File: config.mk
export PLATFORM = sky130hd
export DESIGN_NAME = inst_mem_loader_flat
export DESIGN_NICKNAME = d
export VERILOG_FILES = /design/src/rtl/inst_mem_loader_if.sv /design/src/rtl/inst_mem_loader.sv /design/src/flat_wrapper.sv
export SDC_FILE = /design/constraint.sdc
export NUM_CORES = 1
export LEC_CHECK = 0
export BUFFER_PORTS_ARGS = -buffer_cell sky130_fd_sc_hd__buf_2
export CAP_MARGIN = 10
export CORE_ASPECT_RATIO = 0.75
export CORE_UTILIZATION = 43
export CTS_CLUSTER_SIZE = 40
export DETAILED_ROUTE_END_ITERATION = 7
export PLACE_DENSITY = 0.74
export RECOVER_POWER = 100
export SLEW_MARGIN = 20
export SYNTH_ARGS = -nofsm -noshare
export SYNTH_HDL_FRONTEND = slang
export SYNTH_SLANG_ARGS = --single-unit
File: constraint.sdc
create_clock -name clk -period 2.8 [get_ports clk]
set_input_delay 0.28 -clock clk [delete_from_list [all_inputs] [get_ports clk]]
set_output_delay 0.28 -clock clk [all_outputs]
set_load 0.005 [all_outputs]
File: src/rtl/inst_mem_loader_if.sv
// rtl/inst_mem_loader_if.sv - byte-stream receive side and instruction-memory write port of the boot loader
`ifndef INST_MEM_ADDR_WIDTH
`define INST_MEM_ADDR_WIDTH 10
`endif
`ifndef CPU_WIDTH
`define CPU_WIDTH 32
`endif

interface inst_mem_loader_if #(
    parameter int ADDR_WIDTH = `INST_MEM_ADDR_WIDTH,
    parameter int DATA_WIDTH = `CPU_WIDTH
);
    logic [7:0]            rx_data;
    logic                  rx_valid;
    logic                  rx_ready;
    logic                  mem_we;
    logic [ADDR_WIDTH-1:0] mem_waddr;
    logic [DATA_WIDTH-1:0] mem_wdata;

    modport master (
        input  rx_data, rx_valid,
        output rx_ready, mem_we, mem_waddr, mem_wdata
    );

    modport slave (
        output rx_data, rx_valid,
        input  rx_ready, mem_we, mem_waddr, mem_wdata
    );
endinterface

File: src/rtl/inst_mem_loader.sv
// rtl/inst_mem_loader.sv - boot-time instruction memory writer; LOADER_CHKSUM_EN adds a trailing checksum byte check
`ifndef INST_MEM_ADDR_WIDTH
`define INST_MEM_ADDR_WIDTH 10
`endif
`ifndef CPU_WIDTH
`define CPU_WIDTH 32
`endif

module inst_mem_loader #(
    parameter int ADDR_WIDTH = `INST_MEM_ADDR_WIDTH,
    parameter int DATA_WIDTH = `CPU_WIDTH
) (
    input  logic                  clk,
    input  logic                  rst_n,
    input  logic                  start,
    input  logic [ADDR_WIDTH:0]   load_len,
    inst_mem_loader_if.master     bus,
    output logic                  cpu_hold,
    output logic                  done,
    output logic                  err
);

    typedef enum logic [1:0] {S_IDLE, S_LOAD, S_CHK, S_DONE} state_t;

`ifdef LOADER_CHKSUM_EN
    localparam state_t S_END = S_CHK;
`else
    localparam state_t S_END = S_DONE;
`endif

    state_t                state_q, state_d;
    logic [1:0]            byte_cnt_q, byte_cnt_d;
    logic [ADDR_WIDTH:0]   word_cnt_q, word_cnt_d;
    logic [ADDR_WIDTH:0]   len_q, len_d;
    logic [23:0]           word_buf_q, word_buf_d;
    logic                  mem_we_q, mem_we_d;
    logic [ADDR_WIDTH-1:0] mem_waddr_q, mem_waddr_d;
    logic [DATA_WIDTH-1:0] mem_wdata_q, mem_wdata_d;
`ifdef LOADER_CHKSUM_EN
    logic [7:0]            sum_q, sum_d;
    logic                  err_q, err_d;
`endif

    logic                  rx_ready;
    logic                  accept;
    logic                  start_ok;
    logic                  last_byte;
    logic [ADDR_WIDTH:0]   word_cnt_inc;

    assign accept       = bus.rx_valid && rx_ready;
    assign start_ok     = start && (state_q == S_IDLE || state_q == S_DONE);
    assign word_cnt_inc = word_cnt_q + (ADDR_WIDTH+1)'(1);
    assign last_byte    = accept && (state_q == S_LOAD) && (byte_cnt_q == 2'd3);

    always_ff @(posedge clk or negedge rst_n) begin
        if (!rst_n) begin
            state_q <= S_IDLE;
        end else begin
            state_q <= state_d;
        end
    end

    always_comb begin
        state_d = state_q;
        case (state_q)
            S_IDLE, S_DONE: begin
                if (start) begin
                    state_d = (load_len == '0) ? S_END : S_LOAD;
                end
            end
            S_LOAD: begin
                if (last_byte && word_cnt_inc == len_q) begin
                    state_d = S_END;
                end
            end
            S_CHK: begin
                if (accept) begin
                    state_d = S_DONE;
                end
            end
            default: state_d = S_IDLE;
        endcase
    end

    always_comb begin
        rx_ready = (state_q == S_LOAD) || (state_q == S_CHK);
        done     = (state_q == S_DONE);
        cpu_hold = rx_ready || mem_we_q;
    end

    // Bytes 0..2 wait in word_buf; byte 3 completes the word straight into the write register.
    always_comb begin
        byte_cnt_d  = byte_cnt_q;
        word_cnt_d  = word_cnt_q;
        len_d       = len_q;
        word_buf_d  = word_buf_q;
        mem_we_d    = 1'b0;
        mem_waddr_d = mem_waddr_q;
        mem_wdata_d = mem_wdata_q;
        if (start_ok) begin
            byte_cnt_d = 2'd0;
            word_cnt_d = '0;
            len_d      = load_len;
        end else if (accept && state_q == S_LOAD) begin
            case (byte_cnt_q)
                2'd0: word_buf_d[7:0]   = bus.rx_data;
                2'd1: word_buf_d[15:8]  = bus.rx_data;
                2'd2: word_buf_d[23:16] = bus.rx_data;
                default: begin
                    mem_we_d    = 1'b1;
                    mem_waddr_d = word_cnt_q[ADDR_WIDTH-1:0];
                    mem_wdata_d = {bus.rx_data, word_buf_q};
                    word_cnt_d  = word_cnt_inc;
                end
            endcase
            byte_cnt_d = byte_cnt_q + 2'd1;
        end
    end

`ifdef LOADER_CHKSUM_EN
    always_comb begin
        sum_d = sum_q;
        err_d = err_q;
        if (start_ok) begin
            sum_d = 8'h00;
            err_d = 1'b0;
        end else if (accept && state_q == S_LOAD) begin
            sum_d = sum_q + bus.rx_data;
        end else if (accept && state_q == S_CHK) begin
            err_d = (bus.rx_data != sum_q);
        end
    end

    always_ff @(posedge clk or negedge rst_n) begin
        if (!rst_n) begin
            sum_q <= 8'h00;
            err_q <= 1'b0;
        end else begin
            sum_q <= sum_d;
            err_q <= err_d;
        end
    end

    assign err = err_q;
`else
    assign err = 1'b0;
`endif

    always_ff @(posedge clk or negedge rst_n) begin
        if (!rst_n) begin
            byte_cnt_q  <= 2'd0;
            word_cnt_q  <= '0;
            len_q       <= '0;
            word_buf_q  <= 24'h0;
            mem_we_q    <= 1'b0;
            mem_waddr_q <= '0;
            mem_wdata_q <= '0;
        end else begin
            byte_cnt_q  <= byte_cnt_d;
            word_cnt_q  <= word_cnt_d;
            len_q       <= len_d;
            word_buf_q  <= word_buf_d;
            mem_we_q    <= mem_we_d;
            mem_waddr_q <= mem_waddr_d;
            mem_wdata_q <= mem_wdata_d;
        end
    end

    assign bus.rx_ready  = rx_ready;
    assign bus.mem_we    = mem_we_q;
    assign bus.mem_waddr = mem_waddr_q;
    assign bus.mem_wdata = mem_wdata_q;

endmodule

File: src/flat_wrapper.sv
// flat-port wrapper written by rule: the top's interface ports become plain ports
module inst_mem_loader_flat 
#(
    parameter int ADDR_WIDTH = `INST_MEM_ADDR_WIDTH,
    parameter int DATA_WIDTH = `CPU_WIDTH
)
  (clk, rst_n, start, load_len, cpu_hold, done, err, bus_rx_data, bus_rx_valid, bus_rx_ready, bus_mem_we, bus_mem_waddr, bus_mem_wdata);
  inst_mem_loader_if #(.ADDR_WIDTH(ADDR_WIDTH), .DATA_WIDTH(DATA_WIDTH)) bus_i ();
  input  logic clk;
  input  logic rst_n;
  input  logic start;
  input  logic [ADDR_WIDTH:0] load_len;
  output logic cpu_hold;
  output logic done;
  output logic err;
  input wire logic [$bits(bus_i.rx_data)-1:0] bus_rx_data;
  input wire logic [$bits(bus_i.rx_valid)-1:0] bus_rx_valid;
  output wire logic [$bits(bus_i.rx_ready)-1:0] bus_rx_ready;
  output wire logic [$bits(bus_i.mem_we)-1:0] bus_mem_we;
  output wire logic [$bits(bus_i.mem_waddr)-1:0] bus_mem_waddr;
  output wire logic [$bits(bus_i.mem_wdata)-1:0] bus_mem_wdata;
  assign bus_i.rx_data = bus_rx_data;
  assign bus_i.rx_valid = bus_rx_valid;
  assign bus_rx_ready = bus_i.rx_ready;
  assign bus_mem_we = bus_i.mem_we;
  assign bus_mem_waddr = bus_i.mem_waddr;
  assign bus_mem_wdata = bus_i.mem_wdata;
  inst_mem_loader #(.ADDR_WIDTH(ADDR_WIDTH), .DATA_WIDTH(DATA_WIDTH)) u_core (.clk(clk), .rst_n(rst_n), .start(start), .load_len(load_len), .bus(bus_i), .cpu_hold(cpu_hold), .done(done), .err(err));
endmodule
Word-level counts from Yosys, hierarchy flattened
Cells that the tools add are included.
W data, S select, Z words.
{ "classes": {"add_sub_neg": 2, "eq_ne": 11, "n_mux": 13, "bitwise": 2, "reduce_logical": 20} }
{ "ops": {"columns": ["op", "n"], "rows": [
  ["$mux W11", 3],
  ["$reduce_and A3 Y1", 5],
  ["$mux W2", 6],
  ["$add A11 B1 Y11 const B", 1],
  ["$eq A11 B11 Y1", 1],
  ["$logic_not A11 Y1", 1],
  ["$eq A2 B2 Y1 const B", 4],
  ["$ne A2 B1 Y1 const B", 3],
  ["$pmux W2 S3", 1],
  ["$logic_and A1 B1 Y1", 5],
  ["$eq A2 B1 Y1 const B", 2],
  ["$logic_not A2 Y1", 2],
  ["$logic_or A1 B1 Y1", 3],
  ["$mux W1", 3],
  ["$reduce_or A3 Y1", 1],
  ["$add A2 B1 Y2 const B", 1],
  ["$ne A2 B2 Y1 const B", 1],
  ["$not A1 Y1", 2],
  ["$reduce_and A2 Y1", 1],
  ["$reduce_bool A2 Y1", 1],
  ["$reduce_or A2 Y1", 1]
]} }
{ "totals": {"regBits": 93, "input_bits": 23, "word_cells": 58} }

Logic depth before layout (Yosys ltp)
Gate-level depths: netlist of run 1.
{ "depth": {"ltp_word": 8, "ltp_mapped": 8, "ltp_nobuf": 8} }

Worst setup path before layout of run 1
No wires, ideal clock.
{ "synth_path": {"path_type": "reg-to-reg", "startpoint": "register u_core.state_q[0]", "endpoint": "register u_core.mem_waddr_q[0], in the netlist u_core.bus.mem_waddr[0]", "setup_time_ps": 125, "arrival_ps": 1819, "path_slack_ps": 856, "stages_incl_launch_ff": 8, "path_buffers": 2, "cell_sequence": "dfrtp_1 inv_1 ha_1 and2_1 buf_2 nor2_2 buf_2 mux2_2"} }
{ "synth_between": {"elab_chain_cells": 5, "elab_cells_between_ends": 11, "cone_classes": "eq/ne: 3; bitwise: 1; reduce/logical: 7"} }
{ "synth_lines": {"columns": ["element", "line_no", "source"], "rows": [
  ["start, declared", "inst_mem_loader.sv:31", "state_t state_q, state_d;"],
  ["start signal, assigned", "inst_mem_loader.sv:59", "state_q <= state_d;"],
  ["$eq A2 B1 Y1, or another cell as far along", "inst_mem_loader.sv:86, inst_mem_loader.sv:104", null],
  ["$logic_or A1 B1 Y1, on equally long branches", "inst_mem_loader.sv:86, inst_mem_loader.sv:51", null],
  ["$logic_and A1 B1 Y1, on equally long branches", "inst_mem_loader.sv:50, inst_mem_loader.sv:51", null],
  ["$logic_and A1 B1 Y1 / $not A1 Y1 (equally long branches)", null, null],
  ["$reduce_and A3 Y1 (no source line) (*)", null, null],
  ["end signal, assigned", "inst_mem_loader.sv:164", "mem_waddr_q <= mem_waddr_d;"],
  ["end, declared", "inst_mem_loader.sv:37", "logic [ADDR_WIDTH-1:0] mem_waddr_q, mem_waddr_d;"]
]} }
Mark *: on every way between the ends. The rest lies on a longest branch, timed or not.
A chain may end at the register's enable or synchronous reset.

Final worst setup path of run 1
{ "layout_path": {"startpoint": "register u_core.state_q[1]", "endpoint": "register u_core.word_cnt_q[10]"} }
{ "layout_between": {"elab_chain_cells": 6, "elab_cells_between_ends": 13, "cone_classes": "eq/ne: 4; mux: 1; reduce/logical: 8"} }
{ "layout_lines": {"columns": ["element", "line_no", "source"], "rows": [
  ["$eq A2 B1 Y1 / $eq A2 B2 Y1 (equally long branches)", "inst_mem_loader.sv:86, inst_mem_loader.sv:104", null],
  ["$logic_or A1 B1 Y1", "inst_mem_loader.sv:86", "rx_ready = (state_q == S_LOAD) || (state_q == S_CHK);"],
  ["$logic_and A1 B1 Y1", "inst_mem_loader.sv:50", "assign accept = bus.rx_valid && rx_ready;"],
  ["$logic_and A1 B1 Y1", "inst_mem_loader.sv:104", "end else if (accept && state_q == S_LOAD) begin"],
  ["$reduce_bool A2 Y1 (no source line)", null, null],
  ["$reduce_and A2 Y1 (no source line)", null, null],
  ["end signal, assigned", "inst_mem_loader.sv:160", "word_cnt_q <= word_cnt_d;"],
  ["end, declared", "inst_mem_loader.sv:33", "logic [ADDR_WIDTH:0] word_cnt_q, word_cnt_d;"]
]} }
Parallel ways exist; a longest one is shown, timed or not.

==> flow_metrics.py, run 1 <==
metrics = {
    "outcome": {
        "status": "finished, final reports clean",
    },
    "final_layout": {
        "fin_area_mm2": 0.00483,
        "area_delta_synth_final_pct": 17.5,
        "layout_common_cells": "dfrtp_1, mux2_2, buf_2, clkbuf_1, xnor2_1",
        "nNetsFinal": 406,
        "antenna_cells": 0,
        "final_core_util_pct": 52.7,
        "multiInputGateArea_mm2": 0.00168,
        "drive_gt1_share_pct": 38.0,
        "register_area_mm2": 0.00233,
        "final_common_cell": "dfrtp_1",
        "n_fill_cell": 796,
        "fin_cells": 507,
    },
    "power_and_ir_drop": {
        "power_density_mw_per_mm2": 935,
        "ir_drop_mv": 0.381,
        "p_leak_nw": 2.21,
        "p_total_mw": 4.52,
    },
    "global_route": {
        "grt_max_degree": 52,
        "grt_overflow": 0,
        "track_usage_pct": 18.0,
        "grt_pass1_vias": 2689,
        "grt_pass1_wl_um": 13700,
        "antenna_found_initial": 0,
    },
    "logic_synthesis": {
        "yosysSeqAreaShare_pct": 56.6,
        "synth_edf_count": 0,
        "yosysWarnings": 0,
        "syn-mean-instance-area_um2": 13.6,
        "syn-cell-area_mm2": 0.00411,
        "syn-num-nets": 334,
        "ys.flop_type": "dfrtp_1",
        "async_flop_share_pct": 100,
        "synth-seq-cells": 93,
        "ys_types": 44,
        "synth_cells": 302,
    },
    "clock_tree": {
        "clock_latency_ns": 0.34,
        "ctsLongestPathBuffers": 2,
        "clkTransAtPathRegs_ns": 0.07,
        "htreeDepth": 3,
        "root_buffer": "clkbuf_16",
        "cts_tree": "done",
        "clock-sinks": 93,
        "numCtsBuffers": 9,
        "post_cts_resized": 0,
    },
    "sta": {
        "finalHoldViolCount": 0,
        "post-route-min-period_ns": 2.21,
        "slew_headroom_pct": 17.4,
        "holdWs_ns": 0.191,
        "setup-tns-final_ns": 0,
        "worst_pin_slew_ns": 1.24,
        "setup_ws_ns": 0.591,
        "fin_worst_skew_ns": 0.00567,
        "fmax_mhz": 453,
        "slew_viol_final": 0,
        "finalCritPeriodShare_pct": 78.9,
        "rsz0062_at_grt": "false",
        "finalSetupViolations": 0,
    },
    "floorplan": {
        "chipWidth_um": 115,
        "die_h_um": 86.7,
        "core_area_mm2": 0.00916,
        "die-area_mm2": 0.00996,
        "ios": 70,
        "rows": 30,
        "start_util_pct": 44.9,
    },
    "setup_path": {
        "crit_top_cell": "or3_1",
        "crit_path_end_kind": "flop",
        "slowest_delay_ns": 0.53,
        "crit_buf_inv": 1,
        "critPathLaunchType": "flop",
        "critical-path-top-delay-family": "simple AND/OR/NAND/NOR gates",
        "crit_arrival_ns": 2.48,
        "cp_slowest_cell": "or3_1",
        "path_class": "reg2reg",
        "cp_cell_sequence": "inv_1 > ha_1 > nand3_1 > or3_1 > or3_1 > a21oi_1",
        "cp_max_fo": 9,
        "worstPathRequired_ns": 3.07,
    },
    "placement": {
        "pre_cts_slack_ns": 0.566,
        "routabilityCongestion": 0.787,
        "dp_hpwl_um": 5770,
        "port_buffers": 68,
        "dp_cells": 490,
        "postPlaceCellArea_mm2": 0.00459,
    },
    "routing": {
        "drt_iter0_markers": 87,
        "num_vias": 2583,
        "first_pass_iters": 4,
        "wl_um": 8020,
        "ant_nets": 0,
        "via_per_inst": 5.09,
        "wl_per_cell_um": 15.8,
        "drc": 0,
    },
    "min_path": {
        "hold_class": "in2reg",
    },
    "job": {
        "cap_violations": 0,
    },
}
-- sequential cells by signal, indices dropped and copies added (netlist names) --
name and flops:
u_core.bus.mem_waddr 10, u_core.bus.mem_wdata 32, u_core.bus.mem_we 1, u_core.byte_cnt_q 2
u_core.len_q 11, u_core.state_q 2, u_core.word_buf_q 24, u_core.word_cnt_q 11
-- repair_timing --
action,4_1_cts,5_1_grt
hold buffers,1,0
buffers inserted,0,0
hold endpoints to repair,49,0
-- cell type report --
cell class	instances	area share (%)
flip-flops and latches	93	48.2
multi-input cells	192	34.7
repair buffers	73	7.33
clock buffers	9	4.66
well taps	128	3.32
clock inverters	7	1.40
inverters	5	0.389
-- Yosys cell counts, types with 4 or more instances --
cell type	count	area share [%]
nor2_1	10	0.91
or3_1	4	0.61
inv_1	5	0.46
nand3_1	7	0.85
xor2_1	7	1.5
a21oi_1	7	0.85
xnor2_1	12	2.6
mux2_2	77	21
nor2b_1	4	0.61
ha_1	9	2.7
buf_4	4	0.73
o21ai_0	7	0.85
buf_2	6	0.73
dfrtp_1	93	57
nand2_1	11	1.0
-- path summary, 6_finish.rpt --
kind	end	start	slack, ns	depth (start not counted)
setup reg to reg	u_core.word_cnt_q[10]	u_core.state_q[1]	0.59	6
max in group asynchronous	u_core.bus.mem_waddr[3]	rst_n	0.86	3
hold reg to reg	u_core.word_buf_q[8]	u_core.word_buf_q[8]	0.50	1
setup / recovery	u_core.word_cnt_q[10]	u_core.state_q[1]	0.59	6
min in group asynchronous	u_core.len_q[3]	rst_n	0.74	2
hold / removal	u_core.len_q[9]	load_len[9]	0.19	2
-- cells by family (layout without fill, tap and decap cells) --
logic type	count (synthesis)	after routing	synth area share, %
DFF	93	93	56.6
other	1	1	0.0912
adders and majority gates	9	9	2.74
muxes	79	79	21.6
xor gates and xnor gates	19	19	4.05
and+or+nand+nor	60	60	8.37
AOI/OAI and AO/OA	24	24	4.47
buffers and inverters	17	94	2.10
-- per-layer routing --
metal / routed length, µm / track usage, % / share of wire [%] / up-vias
li1: - / - / - / 1220
met1: 3930 / 24.8 / 49 / 1302
met2: 3680 / 28.1 / 46 / 48
met3: 273 / 3.50 / 3.4 / 13
met4: 137 / 6.97 / 1.7 / 0
met5: 0 / 0 / 0 / -
-- report_power, final --
group | internal (mW) | switching, mW | total, mW
registers | 1.83 | 0.295 | 2.12
logic | 0.687 | 0.536 | 1.22
clock network | 0.623 | 0.544 | 1.17
(Power assumes the default switching activity.)
==> run 2: changes to the inputs <==
--- a/config.mk
+++ b/config.mk
@@ -11,7 +11,7 @@
 export CORE_UTILIZATION = 43
 export CTS_CLUSTER_SIZE = 40
 export DETAILED_ROUTE_END_ITERATION = 7
-export PLACE_DENSITY = 0.74
+export PLACE_DENSITY = 0.76
 export RECOVER_POWER = 100
 export SLEW_MARGIN = 20
 export SYNTH_ARGS = -nofsm -noshare
==> constraint.sdc (replaced) <==
create_clock -name clk -period 1.94 [get_ports clk]
set_input_delay 0.194 -clock clk [delete_from_list [all_inputs] [get_ports clk]]
set_output_delay 0.194 -clock clk [all_outputs]
set_load 0.005 [all_outputs]
==> flow_metrics.py, run 2 (synthesis gave the netlist of run 1 again) <==
metrics = {
    "sta": {
        "slew_headroom_pct": 35.1,
        "finalSetupViolations": 0,
        "fin_worst_skew_ns": 0.0121,
        "finalCritPeriodShare_pct": 96.7,
        "worst_pin_slew_ns": 0.974,
        "slew_viol_final": 0,
        "finalHoldViolCount": 0,
        "holdWs_ns": 0.104,
        "fmax_mhz": 533,
        "post-route-min-period_ns": 1.88,
    },
    "final_layout": {
        "largest_reg_flops": 32,
        "antenna_cells": 0,
        "nNetsFinal": 420,
        "final_common_cell": "dfrtp_1",
        "drive_gt1_share_pct": 45.3,
        "final_core_util_pct": 55.3,
        "fin_cells": 521,
        "fin_area_mm2": 0.00507,
        "layout_common_cells": "dfrtp_1, mux2_2, buf_2, clkbuf_1, xnor2_1",
        "area_delta_synth_final_pct": 23.2,
    },
    "power_and_ir_drop": {
        "p_leak_nw": 2.32,
        "ir_drop_mv": 0.575,
        "power_density_mw_per_mm2": 1320,
        "p_total_mw": 6.70,
    },
    "setup_path": {
        "worstPathRequired_ns": 2.15,
        "r2r_cells": 7,
        "crit_path_end_kind": "flop",
        "rr_endpoint": "u_core.bus.mem_waddr[2]",
        "r2r-start": "u_core.state_q[0]",
        "endpoint": "u_core.bus.mem_waddr[2]",
        "cp_slowest_cell": "dfrtp_2",
        "cp_cell_sequence": "inv_1 > ha_1 > and2_4 > nor2_4 > buf_12 > buf_4 > mux2_2",
        "slowest_delay_ns": 0.42,
        "critPathLaunchType": "flop",
        "path_class": "reg2reg",
        "cp_max_fo": 7,
        "crit_arrival_ns": 2.08,
        "crit_buf_inv": 3,
        "critical-path-top-delay-family": "flip-flops",
        "path_depth": 7,
        "r2r_slack_ns": 0.06,
        "startpoint": "u_core.state_q[0]",
    },
    "global_route": {
        "met3_usage_pct": 3.15,
        "track_usage_pct": 18.0,
        "grt_max_degree": 44,
        "grt_overflow": 0,
        "top_usage_layer": "met2",
        "met2_usage_pct": 29.6,
        "grt_pass1_wl_um": 13800,
        "antenna_found_initial": 0,
        "grt_pass1_vias": 2698,
        "grtUsageMet1_pct": 24.8,
    },
    "floorplan": {
        "rows": 30,
        "core_area_mm2": 0.00916,
        "die_h_um": 86.7,
        "chipWidth_um": 115,
        "die-area_mm2": 0.00996,
        "start_util_pct": 44.9,
        "ios": 70,
    },
    "routing": {
        "ant_nets": 0,
        "num_vias": 2680,
        "first_pass_iters": 4,
        "drc": 0,
        "drt_iter0_markers": 84,
        "via_per_inst": 5.14,
        "wl_um": 8670,
        "wl_per_cell_um": 16.6,
    },
    "placement": {
        "routabilityCongestion": 0.823,
        "dp_cells": 500,
        "port_buffers": 68,
        "dp_hpwl_um": 5960,
        "postPlaceCellArea_mm2": 0.00469,
    },
    "clock_tree": {
        "clock-sinks": 93,
        "htreeDepth": 3,
        "numCtsBuffers": 9,
        "clock_latency_ns": 0.33,
        "cts_tree": "done",
        "ctsLongestPathBuffers": 2,
        "root_buffer": "clkbuf_16",
        "clkTransAtPathRegs_ns": 0.07,
    },
    "outcome": {
        "status": "finished, final reports clean",
    },
    "min_path": {
        "hold_class": "in2reg",
    },
    "job": {
        "cap_violations": 0,
    },
}
run 2: changes by cell type in the layout (fill, tap and decap cells not counted), sizes merged:
| cell | delta |
|---|---|
| inv | -1 |
| clkinv | -1 |
| buf | +16 |
run 2: worst min path at each step:
stage | slack [ns] | startpoint | cells past startpoint | to
floorplan | -0.10 | rst_n | 0 | u_core.bus.mem_waddr[0]
global placement | 0.19 | rst_n | 1 | u_core.len_q[7]
detailed placement | 0.20 | rst_n | 1 | u_core.len_q[10]
CTS | 0.1 | load_len[5] | 2 | u_core.len_q[5]
global route | 0.11 | load_len[0] | 2 | u_core.len_q[0]
finish | 0.10 | load_len[5] | 2 | u_core.len_q[5]
run 2: area by class of cell:
cell class,instances,area [µm²]
Fill cell,796,4090
Multi-Input combinational cell,192,1750
Sequential cell,93,2330
Tap cell,128,160
Inverter,5,18.8
Clock inverter,5,40.0
Clock buffer,11,253
Timing Repair Buffer,87,512
run 2: stage by stage:
stage | TNS, ns | setup slack (ns)
4_1_cts | -0.151 | -0.0273
3_3_place_gp | 0 | 0.00725
6_report | 0 | 0.0643
5_1_grt | -0.0121 | -0.0121
3_5_place_dp | -2.70 | -0.145
2_1_floorplan | -0.120 | -0.00399
run 2: worst reg2reg max path, delay by kind of cell, from the launching register on:
family	cells	cell delay (ns)
flops	1	0.42
buf+inv	3	0.37
fa+ha+maj	1	0.34
mux	1	0.34
simple gates	2	0.29
run 2: metal layers:
metal	up-vias	part of all wire, %
li1	1249	-
met1	1371	46
met2	54	49
met3	6	3.7
met4	0	0.66
met5	-	0
run 2: power by group:
| group | switching [mW] | internal, mW | total (mW) |
|---|---|---|---|
| clock | 0.724 | 0.950 | 1.67 |
| combinational | 0.866 | 1.09 | 1.95 |
| sequential | 0.436 | 2.64 | 3.08 |
run 2: what timing repair did:
item | in CTS | in global routing
endpoints found under the hold margin | 35 | 0
setup endpoints to repair | 25 | 69
pin swaps | 0 | 2
cloned | 0 | 3
hold buffers | 1 | 0
resized for setup | 5 | 14
buffers inserted | 0 | 1
